`src/rtl/m_m_game_pkg.sv`:
```
// m_m_game_pkg: shared types and constants for the counter-game match logic.
// Mode/who encodings and the round config record used by sequencer and table.
package m_m_game_pkg;

   localparam int N_ROUNDS   = 4;
   localparam int WIN_TARGET = 3;
   localparam int TIMEOUT    = 255;

   localparam logic [1:0] WHO_A = 2'b01;
   localparam logic [1:0] WHO_B = 2'b10;

   typedef enum logic [1:0] {
      UP1,
      UP2,
      DN1,
      DN2
   } mode_t;

   typedef enum logic [2:0] {
      IDLE,
      CLR,
      LOAD,
      RUN,
      TALLY,
      DONE
   } state_t;

   typedef struct packed {
      mode_t      mode;
      logic [2:0] val;
   } round_cfg_t;

   function automatic logic [2:0] sat_inc(input logic [2:0] s);
      return (s == 3'd7) ? s : s + 3'd1;
   endfunction

endpackage

```
`src/rtl/m_m_round_table.sv`:
```
// m_m_round_table: per-round config register file.
// One synchronous write port, one combinational read port, cleared on reset.
module m_m_round_table
   import m_m_game_pkg::*;
(
   input  logic       clk,
   input  logic       reset,
   input  logic       we_i,
   input  logic [1:0] widx_i,
   input  round_cfg_t wdata_i,
   input  logic [1:0] ridx_i,
   output round_cfg_t rdata_o
);

   round_cfg_t mem_q [N_ROUNDS];

   always_ff @(posedge clk) begin
      if (reset) begin
         for (int i = 0; i < N_ROUNDS; i++) begin
            mem_q[i] <= '0;
         end
      end else if (we_i) begin
         mem_q[widx_i] <= wdata_i;
      end
   end

   assign rdata_o = mem_q[ridx_i];

endmodule

```
`src/rtl/m_m_round_sched.sv`:
```
// m_m_round_sched: match sequencer for the multi-mode counter game.
// Plays configured rounds on the counter, tallies wins, declares the winner.
module m_m_round_sched
   import m_m_game_pkg::*;
(
   input  logic       clk,
   input  logic       reset,
   input  logic       start,
   input  logic       cfg_we,
   input  logic [1:0] cfg_idx,
   input  logic [1:0] cfg_mode,
   input  logic [2:0] cfg_val,
   output logic       cnt_reset,
   output logic       cnt_init,
   output logic [1:0] cnt_ctrl,
   output logic [2:0] cnt_val,
   input  logic       gameover,
   input  logic [1:0] who,
   output logic       busy,
   output logic [1:0] round_no,
   output logic [2:0] score_a,
   output logic [2:0] score_b,
   output logic       match_done,
   output logic [1:0] match_winner
);

   localparam logic [7:0] TMO_LAST = 8'(TIMEOUT - 1);
   localparam logic [2:0] WIN      = 3'(WIN_TARGET);
   localparam logic [1:0] LAST_RND = 2'(N_ROUNDS - 1);

   state_t     state_q;
   logic       cnt_reset_q, cnt_init_q, busy_q, done_q;
   logic [1:0] ctrl_q, round_q, who_q, winner_q;
   logic [2:0] val_q, sa_q, sb_q;
   logic [7:0] tmo_q;

   logic       tbl_we, end_d;
   logic [2:0] sa_d, sb_d;
   logic [1:0] winner_d;
   round_cfg_t wr_cfg, rd_cfg;

   // Table is only writable between matches; a same-cycle start sees the write.
   assign tbl_we = cfg_we && (state_q == IDLE);
   assign wr_cfg = '{mode: mode_t'(cfg_mode), val: cfg_val};

   m_m_round_table u_table (
      .clk     (clk),
      .reset   (reset),
      .we_i    (tbl_we),
      .widx_i  (cfg_idx),
      .wdata_i (wr_cfg),
      .ridx_i  (round_q),
      .rdata_o (rd_cfg)
   );

   always_comb begin
      sa_d = (who_q == WHO_A) ? sat_inc(sa_q) : sa_q;
      sb_d = (who_q == WHO_B) ? sat_inc(sb_q) : sb_q;
      end_d = (sa_d == WIN) || (sb_d == WIN) || (round_q == LAST_RND);
      if (sa_d > sb_d) begin
         winner_d = WHO_A;
      end else if (sb_d > sa_d) begin
         winner_d = WHO_B;
      end else begin
         winner_d = 2'b11;
      end
   end

   always_ff @(posedge clk) begin
      if (reset) begin
         state_q     <= IDLE;
         cnt_reset_q <= 1'b1;
         cnt_init_q  <= 1'b0;
         ctrl_q      <= 2'b00;
         val_q       <= 3'b000;
         busy_q      <= 1'b0;
         round_q     <= 2'd0;
         sa_q        <= 3'd0;
         sb_q        <= 3'd0;
         done_q      <= 1'b0;
         winner_q    <= 2'b00;
         who_q       <= 2'b00;
         tmo_q       <= 8'd0;
      end else begin
         cnt_init_q <= 1'b0;
         done_q     <= 1'b0;
         unique case (state_q)
            IDLE: begin
               cnt_reset_q <= 1'b1;
               if (start) begin
                  state_q  <= CLR;
                  busy_q   <= 1'b1;
                  sa_q     <= 3'd0;
                  sb_q     <= 3'd0;
                  round_q  <= 2'd0;
                  winner_q <= 2'b00;
               end
            end
            CLR: begin
               state_q     <= LOAD;
               cnt_reset_q <= 1'b0;
               cnt_init_q  <= 1'b1;
               ctrl_q      <= rd_cfg.mode;
               val_q       <= rd_cfg.val;
            end
            LOAD: begin
               state_q <= RUN;
               tmo_q   <= 8'd0;
            end
            RUN: begin
               if (gameover) begin
                  state_q <= TALLY;
                  who_q   <= who;
               end else if (tmo_q == TMO_LAST) begin
                  state_q <= TALLY;
                  who_q   <= 2'b00;
               end else begin
                  tmo_q <= tmo_q + 8'd1;
               end
            end
            TALLY: begin
               sa_q <= sa_d;
               sb_q <= sb_d;
               if (end_d) begin
                  state_q  <= DONE;
                  done_q   <= 1'b1;
                  winner_q <= winner_d;
               end else begin
                  state_q     <= CLR;
                  round_q     <= round_q + 2'd1;
                  cnt_reset_q <= 1'b1;
               end
            end
            DONE: begin
               state_q     <= IDLE;
               busy_q      <= 1'b0;
               cnt_reset_q <= 1'b1;
            end
            default: state_q <= IDLE;
         endcase
      end
   end

   assign cnt_reset    = cnt_reset_q;
   assign cnt_init     = cnt_init_q;
   assign cnt_ctrl     = ctrl_q;
   assign cnt_val      = val_q;
   assign busy         = busy_q;
   assign round_no     = round_q;
   assign score_a      = sa_q;
   assign score_b      = sb_q;
   assign match_done   = done_q;
   assign match_winner = winner_q;

endmodule

```
`config.mk`:
```
export PLATFORM = sky130hd
export DESIGN_NAME = m_m_round_sched
export DESIGN_NICKNAME = d
export VERILOG_FILES = /design/src/rtl/m_m_game_pkg.sv /design/src/rtl/m_m_round_table.sv /design/src/rtl/m_m_round_sched.sv
export SDC_FILE = /design/constraint.sdc
export NUM_CORES = 1
export LEC_CHECK = 0
export CAP_MARGIN = 30
export CELL_PAD_IN_SITES_DETAIL_PLACEMENT = 0
export CELL_PAD_IN_SITES_GLOBAL_PLACEMENT = 1
export CORE_MARGIN = 3
export CORE_UTILIZATION = 40
export CTS_BUF_LIST = sky130_fd_sc_hd__clkbuf_4 sky130_fd_sc_hd__clkbuf_8 sky130_fd_sc_hd__clkbuf_16
export DETAILED_ROUTE_END_ITERATION = 7
export PLACE_DENSITY = 0.82
export SLEW_MARGIN = 20
export SYNTH_ARGS = -nofsm -noshare
export SYNTH_HDL_FRONTEND = slang
export SYNTH_SLANG_ARGS = --single-unit
```
`constraint.sdc`:
```
create_clock -name clk -period 3.8 [get_ports clk]
set_clock_uncertainty 0.1 [all_clocks]
set_input_delay 0.76 -clock clk [delete_from_list [all_inputs] [get_ports clk]]
set_output_delay 0.76 -clock clk [all_outputs]
set_load 0.01 [all_outputs]
```
==> results.py <==
metrics = {
    "power_and_ir_drop": {
        "pwr-share-clk": 0.311,
        "swShare": 0.251,
        "combPwrFrac": 0.098,
        "ir_drop_uv": 213,
        "netSwitchingPower_mw": 0.259,
        "leakagePower_nw": 1.08,
        "sequentialPowerShare": 0.590,
        "power.internal_mw": 0.775,
        "power_mw": 1.03,
        "power_density_nw_per_um2": 332,
    },
    "route": {
        "drtAntennaViolNets": 0,
        "drcViolationCount": 0,
        "postRouteWirelength_mm": 5.16,
        "vias": 1867,
        "dr.pass1.iters": 4,
        "wl_per_cell_um": 14.5,
        "viasPerCell": 5.26,
        "first_iter_violations": 69,
    },
    "clock_network": {
        "cts_max_level": 2,
        "ctsHoldBuffers": 0,
        "cts.repair.resized": 0,
        "clk-insertion-delay-late_ps": 310,
        "cts_tree": "done",
        "cts-buffers-inserted": 5,
        "cts_max_path_buffers": 2,
        "post_cts_buffers": 0,
        "cts_sinks": 52,
        "cts_root_buf": "clkbuf_8",
        "path_clk_slew_ps": 100,
    },
    "logic_synthesis": {
        "synth_warnings": 0,
        "ys_ff_latch": 52,
        "synth_edf_count": 20,
        "synthesis.nets": 269,
        "ys_async_sr_fraction": 0,
        "synth_flop_cell": "dfxtp_1",
        "syn_inst": 247,
        "ys_seq_area_frac": 0.471,
        "netlist_area_um2": 2630,
        "yosysUniqueCellTypes": 57,
        "avgSynthCellArea_um2": 10.7,
    },
    "floorplan": {
        "rows": 28,
        "fp.dieW_um": 87.1,
        "ios": 33,
        "core_um2": 6130,
        "initial_core_util": 0.429,
        "fp.dieH_um": 87.1,
        "dieArea_um2": 7590,
    },
    "cells_and_area": {
        "drive_gt1_frac": 0.136,
        "fin_area_um2": 3110,
        "syn_to_final_growth_pct": 18.3,
        "layout_common_cells": "dfxtp_1, clkdlybuf4s50_1, nand2_1",
        "nets": 301,
        "num_antenna_cells": 0,
    },
    "worst_setup_path": {
        "r2r_end": "match_winner[0]",
        "reg2reg_slack_ps": 1370,
        "rr_startpoint": "who_q[0]",
        "r2r_cells": 9,
        "cp.required_ps": 2940,
        "worstPathBufferInverterCount": 1,
        "crit_arrival_ps": 1570,
        "cp-end-kind": "primary output",
        "startpoint": "round_no[0]",
        "critPathSlowestCell": "dfxtp_1",
        "critPathLaunchType": "flip-flop",
        "worstSetupEndpoint": "round_no[0]",
        "crit_path_max_incr_delay_ps": 630,
        "crit_fanout": 10,
        "path_depth": 1,
        "path_cells": "clkdlybuf4s50_1",
        "crit_type": "reg2out",
        "cp_top_family": "flip-flops",
    },
    "sta": {
        "fmax_ghz": 0.411,
        "fin_hold_ws_ps": 367,
        "max_slew.worst_pin.slew_ps": 477,
        "finalCritPeriodShare": 0.640,
        "setup_viol_count_final": 0,
        "period_needed_ps": 2430,
        "slew_headroom": 0.682,
        "rsz0062_at_grt": "false",
        "drv_slew": 0,
        "setup_tns_ps": 0,
        "hold_viol_final": 0,
    },
    "grt": {
        "grt_pass1_vias": 1852,
        "grt_max_degree": 34,
        "grt_remaining_overflow": 0,
        "antenna_found_initial": 0,
        "grt_pass1_wl_mm": 8.83,
        "grt.total_usage": 0.149,
    },
    "placed_design": {
        "io_buffers": 32,
        "dp.final_hpwl_mm": 3.92,
        "post_dp_cell_area_um2": 3020,
        "place_congestion": 0.848,
    },
    "run": {
        "cap_violations": 0,
    },
    "hold_path": {
        "hold_path_class": "reg2reg",
    },
    "run_status": {
        "outcome": "finished clean",
    },
}
## worst min-delay path by stage
stage,to,depth (start not counted),startpoint
after floorplan,tmo_q[0],2,tmo_q[0]
after global placement,cnt_ctrl[0],2,cnt_ctrl[0]
after detailed placement,cnt_val[1],2,cnt_val[1]
after CTS,cnt_ctrl[0],2,cnt_ctrl[0]
after global routing,cnt_val[1],2,cnt_val[1]
final,cnt_val[1],2,cnt_val[1]
## synth_stat cells (2+ instances only)
cell / count / area (um2)
o211ai_4: 2 / 42.5
nand4_1: 2 / 12.5
and3b_1: 2 / 17.5
nand2b_1: 4 / 25.0
nand3b_1: 3 / 22.5
nor3_2: 5 / 50.1
buf_2: 3 / 15.0
nand3_1: 6 / 30.0
a21oi_1: 22 / 110
edfxtp_1: 20 / 601
nand2_1: 24 / 90.1
and3_1: 2 / 12.5
a22oi_1: 2 / 15.0
a32oi_1: 4 / 35.0
nor3b_1: 2 / 15.0
xor2_1: 2 / 17.5
dfxtp_1: 32 / 641
o21ai_0: 7 / 35.0
mux2_4: 2 / 30.0
nor2b_1: 2 / 12.5
inv_1: 3 / 11.3
or3_1: 4 / 25.0
a21o_1: 2 / 15.0
mux4_2: 5 / 113
xnor2_1: 3 / 26.3
ha_1: 8 / 100
clkbuf_1: 4 / 15.0
or2_2: 2 / 12.5
nor3b_2: 2 / 25.0
nor2_1: 18 / 67.6
and2_1: 22 / 138
## cell families (layout without fill, tap and decap cells)
logic type / after synthesis / in the layout / share of synthesized area
and+or+nand+nor: 110 / 110 / 0.244
DFF: 52 / 52 / 0.471
AOI/OAI and AO/OA: 51 / 51 / 0.149
buffers and inverters: 12 / 45 / 0.0185
muxes: 9 / 9 / 0.0623
adders and majority gates: 8 / 8 / 0.0380
xor gates and xnor gates: 5 / 5 / 0.0166
## metal layers
metal	vias up	GRT usage	part of all wire
met5	-	0	0
met4	0	0.0544	0.016
met3	8	0.0312	0.042
met2	36	0.234	0.47
met1	864	0.202	0.48
li1	959	-	-
## state kept, by name, indices dropped and copies added (netlist names)
| name | count |
|---|---|
| who_q | 2 |
| u_table.mem_q | 20 |
| round_no | 2 |
| cnt_init | 1 |
| match_winner | 2 |
| tmo_q | 8 |
| score_b | 3 |
| busy | 1 |
| cnt_reset | 1 |
| cnt_ctrl | 2 |
| match_done | 1 |
| score_a | 3 |
| cnt_val | 3 |
| state_q | 3 |
## stage by stage
step                utilization  std cells  worst slack, ps
floorplan                     -        247             1550
global placement          0.493        347             1370
detailed placement        0.493        347             1360
CTS                       0.508        355             1330
global route              0.508        355             1210
finish                    0.508        355             1370
## power groups by stage
stage          clock (mW)  combinational [mW]  sequential [mW]
2_1_floorplan           0              0.0586            0.621
3_3_place_gp            0               0.102            0.623
3_5_place_dp            0               0.103            0.624
4_1_cts             0.331               0.103            0.611
5_1_grt             0.352               0.114            0.613
6_report            0.322               0.102            0.610
## worst register-to-register path: stages (launching register included)
cell      delay, ps
dfxtp_1         340
and2b_1         310
a21boi_2        300
mux2_2          370
ha_1            290
nor2b_1         120
o21ai_0          80
nand2b_1        100
a21oi_1          70
mux2_4          260
## layout make-up
class	instances	area (um2)
flip-flops and latches	52	1240
clock buffers	5	68.8
repair buffers	33	328
clock inverters	3	23.8
inverters	4	15.0
fillers	581	3020
well taps	75	93.8
multi-input cells	183	1340
Power figures use the tool's default switching activity.
